**src/rtl/peripheral_bus_arbiter.sv**
```systemverilog
`default_nettype none
// peripheral_bus_arbiter: round-robin owner of the shared peripheral bus. A grant is
// held for a whole transaction, and a watchdog force-completes stuck transactions.
module peripheral_bus_arbiter #(
  parameter int REQUESTERS = 2,
  parameter int TIMEOUT    = 255
) (
  input  logic                       clk,
  input  logic                       rst,
  input  logic [REQUESTERS-1:0]      req_we,
  input  logic [REQUESTERS-1:0]      req_oe,
  input  logic [24*REQUESTERS-1:0]   req_address,
  input  logic [4*REQUESTERS-1:0]    req_byteSelect,
  input  logic [32*REQUESTERS-1:0]   req_dataWrite,
  output logic [32*REQUESTERS-1:0]   req_dataRead,
  output logic [REQUESTERS-1:0]      req_busy,
  output logic                       peripheralBus_we,
  output logic                       peripheralBus_oe,
  output logic [23:0]                peripheralBus_address,
  output logic [3:0]                 peripheralBus_byteSelect,
  output logic [31:0]                peripheralBus_dataWrite,
  input  logic [31:0]                peripheralBus_dataRead,
  input  logic                       peripheralBus_busy,
  output logic [REQUESTERS-1:0]      grant,
  output logic                       timeout
);

  localparam int IW = $clog2(REQUESTERS);

  typedef enum logic [0:0] {
    IDLE  = 1'b0,
    OWNED = 1'b1
  } state_t;

  state_t                state;
  logic [IW-1:0]         owner;
  logic [IW-1:0]         last_owner;
  logic [IW-1:0]         next_owner;
  logic [15:0]           wd_count;
  logic [REQUESTERS-1:0] req;
  logic                  any_req;
  logic                  owner_req;
  logic                  complete;
  logic                  forced;
  logic                  release_bus;

  assign req         = req_we | req_oe;
  assign any_req     = |req;
  assign owner_req   = |(req & grant);
  assign complete    = (state == OWNED) && owner_req && !peripheralBus_busy;
  assign forced      = (state == OWNED) && owner_req && peripheralBus_busy &&
                       (wd_count == 16'(TIMEOUT));
  assign release_bus = (state == OWNED) && (!owner_req || !peripheralBus_busy || forced);
  assign timeout     = forced;

  // First requester strictly after last_owner, wrapping around.
  always_comb begin
    int            cand;
    logic [IW-1:0] cidx;
    logic          found;
    cand       = 0;
    cidx       = '0;
    found      = 1'b0;
    next_owner = last_owner;
    for (int k = 1; k <= REQUESTERS; k++) begin
      cand = int'(last_owner) + k;
      if (cand >= REQUESTERS) cand = cand - REQUESTERS;
      cidx = IW'(cand);
      if (!found && req[cidx]) begin
        found      = 1'b1;
        next_owner = cidx;
      end
    end
  end

  // grant is one-hot only while OWNED, so an OR-mux over it yields the owner's slice or zero.
  always_comb begin
    peripheralBus_we         = 1'b0;
    peripheralBus_oe         = 1'b0;
    peripheralBus_address    = '0;
    peripheralBus_byteSelect = '0;
    peripheralBus_dataWrite  = '0;
    req_dataRead             = '0;
    req_busy                 = '0;
    for (int i = 0; i < REQUESTERS; i++) begin
      if (grant[i]) begin
        peripheralBus_we         = req_we[i];
        peripheralBus_oe         = req_oe[i];
        peripheralBus_address    = req_address[24*i +: 24];
        peripheralBus_byteSelect = req_byteSelect[4*i +: 4];
        peripheralBus_dataWrite  = req_dataWrite[32*i +: 32];
        if (forced)
          req_dataRead[32*i +: 32] = 32'hFFFF_FFFF;
        else if (complete)
          req_dataRead[32*i +: 32] = peripheralBus_dataRead;
      end
      req_busy[i] = req[i] & ~(grant[i] & (~peripheralBus_busy | forced));
    end
  end

  always_ff @(posedge clk) begin
    if (rst) begin
      state      <= IDLE;
      grant      <= '0;
      owner      <= '0;
      last_owner <= IW'(REQUESTERS - 1);
      wd_count   <= '0;
    end else begin
      case (state)
        IDLE: begin
          if (any_req) begin
            state    <= OWNED;
            grant    <= REQUESTERS'(1) << next_owner;
            owner    <= next_owner;
            wd_count <= '0;
          end
        end
        OWNED: begin
          if (release_bus) begin
            state      <= IDLE;
            grant      <= '0;
            last_owner <= owner;
          end else if (peripheralBus_busy) begin
            wd_count <= wd_count + 16'd1;
          end
        end
      endcase
    end
  end

endmodule
`default_nettype wire

```
**config.mk**
```make
export PLATFORM = sky130hd
export DESIGN_NAME = peripheral_bus_arbiter
export DESIGN_NICKNAME = d
export VERILOG_FILES = /design/src/rtl/peripheral_bus_arbiter.sv
export SDC_FILE = /design/constraint.sdc
export NUM_CORES = 1
export LEC_CHECK = 0
export ABC_AREA = 1
export BUFFER_PORTS_ARGS = -buffer_cell sky130_fd_sc_hd__buf_2
export CAP_MARGIN = 25
export CORE_ASPECT_RATIO = 1.1
export CORE_UTILIZATION = 25
export CTS_CLUSTER_SIZE = 14
export DETAILED_ROUTE_END_ITERATION = 12
export PLACE_DENSITY = 0.65
export SYNTH_ARGS = -nofsm -noshare
export SYNTH_HDL_FRONTEND = slang
export SYNTH_SLANG_ARGS = --single-unit
```
**constraint.sdc**
```tcl
create_clock -name clk -period 2.25 [get_ports clk]
set_input_delay 0.45 -clock clk [delete_from_list [all_inputs] [get_ports clk]]
set_output_delay 0.45 -clock clk [all_outputs]
set_load 0.01 [all_outputs]
```
==> impl_metrics.tcl, run 1 <==
set metrics [dict create \
    outcome "finished, violations left" \
    violations "setup timing" \
    tns_ps -2050 \
    nFillCells 1294 \
    die_h_um 118 \
    cts_num_sinks 21 \
    first_pass_iters 4 \
    power_frac_clock 0.244 \
    setup_viol 58 \
    grt_pass1_wl_um 19900 \
    vias 4710 \
    required_ps 1800 \
    antenna_found_initial 4 \
    place_inst 1042 \
    synthCells 614 \
    ff2ff_path_depth 10 \
    fmax_mhz 427 \
    slew_viol_final 0 \
    htreeDepth 1 \
    synth.avg_cell_area_um2 4.98 \
    cts_buffers 3 \
    postRouteWirelength_um 13300 \
    final_common_cell "buf_2" \
    dp_hpwl_um 10300 \
    avgRoutedWirePerCell_um 12.6 \
    hold_viol 0 \
    ys_seq_area_frac 0.138 \
    dieWidth_um 107 \
    p_leak_nw 3.58 \
    setup_ws_ps -91.0 \
    grt_setup_unrepaired "true" \
    nNetsFinal 1065 \
    startpoint "wd_count[1]" \
    combPwrFrac 0.503 \
    path_max_fanout 5 \
    p_per_area_nw_per_um2 313 \
    skew_ps 2.14 \
    syn_nets 774 \
    grt_overflow 0 \
    p_seq_frac 0.253 \
    io_buffers 289 \
    mostFrequentLayoutCells "buf_2, nand2_1, inv_1" \
    p_int_mw 0.950 \
    r2r_slack_ps 510 \
    core_area_um2 11700 \
    clockRootBuffer "clkbuf_16" \
    grt_usage 0.193 \
    final_core_util 0.433 \
    grt_pass1_vias 3967 \
    grt_max_degree 97 \
    start_util 0.261 \
    finalCritPeriodShare 1.04 \
    tightestPinTransition_ps 501 \
    max_slew_margin 0.666 \
    end_kind "output pin" \
    crit_type "reg2out" \
    period_needed_ps 2340 \
    gp_congestion 0.850 \
    r2r_end "wd_count[1]" \
    arrival_ps 1890 \
    layoutNonFillerInstCount 1055 \
    ys_ff_latch 21 \
    syn_to_final_growth_pct 65.8 \
    drc_errors 0 \
    hold_slack_ps 473 \
    crit_path_end "req_dataRead[50]" \
    rr_startpoint "wd_count[1]" \
    cts_tree "built" \
    viasPerCell 4.46 \
    ios 290 \
    path_clk_slew_ps 60 \
    p_sw_mw 0.637 \
    dp_slack_ps -102 \
    hp-class "reg2reg" \
    drtIter0Drc 296 \
    swShare 0.402 \
    yosys_warnings 0 \
    num_rows 41 \
    yosysUniqueCellTypes 31 \
    dieArea_um2 12700 \
    drive_gt1_frac 0.430 \
    synth.cell_area_um2 3060 \
    insertion_delay_ps 260 \
    start_kind "flip-flop" \
    antenna_left 0 \
    clk_path_buf_depth 2 \
    cap_violations 0 \
    vdd_drop_max_uv 308 \
]
## worst max-delay path, cell delays in order, from the launching register on
cell and delay, ps:
dfxtp_2 350, ha_4 150, nand3_4 90, nor2_4 130, nand2_4 70, or2_4 290
buf_6 140, buf_6 100, o21ai_2 50, nand2_1 60, inv_1 80, buf_6 100
## worst min path at each step
| stage | from | endpoint | slack, ps | depth (start not counted) |
|---|---|---|---|---|
| 2_1_floorplan | last_owner | last_owner | 430 | 2 |
| 3_3_place_gp | last_owner | last_owner | 440 | 2 |
| 3_5_place_dp | last_owner | last_owner | 450 | 2 |
| 4_1_cts | last_owner | last_owner | 460 | 2 |
| 5_1_grt | owner | owner | 510 | 2 |
| 6_report | last_owner | last_owner | 470 | 2 |
## cells in the mapped netlist (all sizes together)
library cell,number,area (um2)
xor2,1,8.76
inv,117,439
xnor2,2,17.5
nor3,3,20.0
dfxtp,21,420
o211ai,1,7.51
or2,3,21.3
a21boi,1,7.51
clkinv,1,3.75
nand2,248,938
nor4,1,6.26
nand3,79,400
ha,1,12.5
clkbuf,17,63.8
buf,21,128
a21oi,18,90.1
o21ai,42,319
nand4,4,25.0
nor2,33,126
## power by group through the flow
stage	logic (mW)	registers (mW)	clock network (mW)
final	0.799	0.401	0.387
after global routing	0.891	0.404	0.408
after CTS	0.804	0.401	0.388
after detailed placement	0.796	0.408	0
after global placement	0.795	0.408	0
after floorplan	0.424	0.405	0
## through the flow
stage	power [mW]	cell area (um2)
after floorplan	0.829	3060
after global placement	1.20	4770
after detailed placement	1.20	4770
after CTS	1.59	5000
after global routing	1.70	5060
final	1.59	5070
## cell type report
class	instances	area, um2	share of cell area
clock inverters	1	5.00	0.000988
repair buffers	323	1840	0.364
inverters	118	443	0.0874
clock buffers	3	75.1	0.0148
multi-input cells	438	2080	0.410
diodes	1	2.50	0.000494
well taps	150	188	0.0370
flip-flops and latches	21	433	0.0854
## kinds of logic after synthesis
family | after synthesis | synth area share
AOI/OAI and AO/OA | 62 | 0.139
and+or+nand+nor | 371 | 0.503
adders and majority gates | 1 | 0.00409
DFF | 21 | 0.138
xor gates and xnor gates | 3 | 0.00860
buffers and inverters | 156 | 0.208
## sequential cells by signal (all words and copies together), names as in the netlist
register    count
wd_count       16
grant           2
last_owner      1
owner           1
state           1
## layer usage
layer	GRT usage	wire [um]
met5	0	38
met4	0.0274	134
met1	0.245	5570
met3	0.0493	1230
met2	0.332	6290
## what timing repair did
item | in CTS | in global routing
hold buffers | 0 | 0
gates cloned | 2 | 0
pin swaps | 3 | 0
setup buffers | 5 | 1
endpoints found under the setup margin | 66 | 67
gates resized for setup | 24 | 14
Note: power is estimated with default switching activity, not from simulation.
==> run 2: changes to the inputs <==
--- a/config.mk
+++ b/config.mk
@@ -8,10 +8,10 @@
 export ABC_AREA = 1
 export BUFFER_PORTS_ARGS = -buffer_cell sky130_fd_sc_hd__buf_2
 export CAP_MARGIN = 25
-export CORE_ASPECT_RATIO = 1.1
-export CORE_UTILIZATION = 25
+export CORE_AREA = 2 2 113 115
 export CTS_CLUSTER_SIZE = 14
 export DETAILED_ROUTE_END_ITERATION = 12
+export DIE_AREA = 0 0 115 117
 export PLACE_DENSITY = 0.65
 export SYNTH_ARGS = -nofsm -noshare
 export SYNTH_HDL_FRONTEND = slang
==> constraint.sdc (replaced) <==
create_clock -name clk -period 2.85 [get_ports clk]
set_input_delay 0.57 -clock clk [delete_from_list [all_inputs] [get_ports clk]]
set_output_delay 0.57 -clock clk [all_outputs]
set_load 0.01 [all_outputs]
==> run 2 against run 1 <==
  * The run now ends clean
  * Cell area fell by 6.6%
  * Hold slack improved by 3.1 ps
  * Via count is 2.5% lower
  * Power fell by 22%
  * Sequential share of layout area grew 0.50 points
  * Worst setup slack better by 270 ps
  * Sequential cell count unchanged
  * Clock power decreased by 22%
  * First-iteration DRC count fell by 5.1%
  * Final cell count fell by 1.6%
  * Critical endpoint is now req_dataRead[47]
  * Largest cell class unchanged
  * Largest power group unchanged
  * Highest routed layer unchanged
==> impl_metrics.tcl, run 2 (synthesis gave the netlist of run 1 again) <==
set metrics [dict create \
    path_clk_slew_ps 60 \
    clockRootBuffer "clkbuf_16" \
    cts_num_sinks 21 \
    finalCritPeriodShare 0.936 \
    ff2ff_path_depth 9 \
    avgRoutedWirePerCell_um 12.8 \
    swShare 0.406 \
    crit_path_end "req_dataRead[47]" \
    grt_overflow 0 \
    dp_hpwl_um 10700 \
    antenna_found_initial 6 \
    hp-class "reg2reg" \
    slew_viol_final 0 \
    grt_setup_unrepaired "false" \
    ios 290 \
    r2r_slack_ps 1060 \
    final_core_util 0.384 \
    drive_gt1_frac 0.400 \
    combPwrFrac 0.499 \
    required_ps 2280 \
    tightestPinTransition_ps 692 \
    p_sw_mw 0.500 \
    startpoint "wd_count[0]" \
    max_slew_margin 0.539 \
    power_mw 1.23 \
    grt_pass1_wl_um 18400 \
    p_seq_frac 0.256 \
    hold_viol 0 \
    fmax_mhz 375 \
    arrival_ps 2100 \
    cts_tree "built" \
    power_frac_clock 0.245 \
    die_h_um 117 \
    gp_congestion 0.874 \
    end_kind "output pin" \
    start_kind "flip-flop" \
    mostFrequentLayoutCells "buf_2, nand2_1, inv_1" \
    grt_usage 0.169 \
    place_inst 1029 \
    largest_reg_flops 16 \
    dp_slack_ps 172 \
    io_buffers 289 \
    dieArea_um2 13500 \
    drc_errors 0 \
    syn_to_final_growth_pct 54.9 \
    grt_max_degree 67 \
    p_leak_nw 3.42 \
    r2r_end "wd_count[4]" \
    core_area_um2 12300 \
    htreeDepth 1 \
    clk_path_buf_depth 2 \
    path_max_fanout 7 \
    first_pass_iters 4 \
    drtIter0Drc 281 \
    setup_ws_ps 182 \
    cts_hold_buffers 0 \
    cts_buffers 3 \
    period_needed_ps 2670 \
    top_regs "wd_count: 16 flops, grant: 2 flops" \
    vias 4592 \
    outcome "finished clean" \
    dieWidth_um 115 \
    postRouteWirelength_um 13300 \
    cap_violations 0 \
    rr_startpoint "wd_count[0]" \
    antenna_left 0 \
    num_rows 41 \
    start_util 0.248 \
    largest_register "wd_count" \
    setup_viol 0 \
    p_int_mw 0.734 \
    tns_ps 0 \
    layoutNonFillerInstCount 1038 \
    final_common_cell "buf_2" \
    viasPerCell 4.42 \
    p_per_area_nw_per_um2 261 \
    skew_ps 5.30 \
    grt_pass1_vias 3691 \
    insertion_delay_ps 260 \
    vdd_drop_max_uv 244 \
    nNetsFinal 1046 \
    crit_type "reg2out" \
]
run 2: how the worst min path moves through the flow:
stage / start / to / depth (start not counted)
after floorplan: last_owner / last_owner / 2
after global placement: last_owner / last_owner / 2
after detailed placement: last_owner / last_owner / 2
after CTS: last_owner / last_owner / 2
after global routing: last_owner / last_owner / 2
final: last_owner / last_owner / 2
run 2: timing repair:
action | 4_1_cts | 5_1_grt
hold endpoints to repair | 0 | 0
setup buffers | 0 | 2
resized for setup | 0 | 2
endpoints found under the setup margin | 0 | 41
run 2: through the flow:
| stage | hold slack, ps | cell area [um2] |
|---|---|---|
| 6_report | 476 | 4730 |
| 3_3_place_gp | 443 | 4620 |
| 3_5_place_dp | 449 | 4620 |
| 2_1_floorplan | 429 | 3060 |
| 5_1_grt | 488 | 4730 |
| 4_1_cts | 478 | 4700 |
run 2: power groups by stage:
stage               registers [mW]  logic, mW  clock network [mW]
global route                 0.317      0.686               0.322
global placement             0.321      0.616                   0
floorplan                    0.320      0.335                   0
detailed placement           0.322      0.614                   0
finish                       0.316      0.616               0.302
CTS                          0.315      0.617               0.312
run 2: worst max-delay path: stages, from the launching register on:
cell and delay (ps):
dfxtp_1 370, ha_2 220, nand3_2 120, nor2_2 150, nand2_2 90, or2_4 280, buf_4 180, o21ai_2 70
nand2_1 140, inv_1 90, buf_2 120
run 2: layer usage:
metal / share of wire / GRT usage / vias up
met4: 0.0035 / 0.0193 / 6
met1: 0.44 / 0.233 / 1992
li1: - / - / 2399
met2: 0.46 / 0.275 / 184
met3: 0.089 / 0.0458 / 11
met5: 0.0029 / 0 / -
run 2: final cells by class:
cell class	instances	area, um2
fillers	1404	7580
multi-input cells	437	2010
repair buffers	305	1580
inverters	118	443
flip-flops and latches	21	428
well taps	150	188
clock buffers	3	75.1
diodes	3	7.51
clock inverters	1	5.00
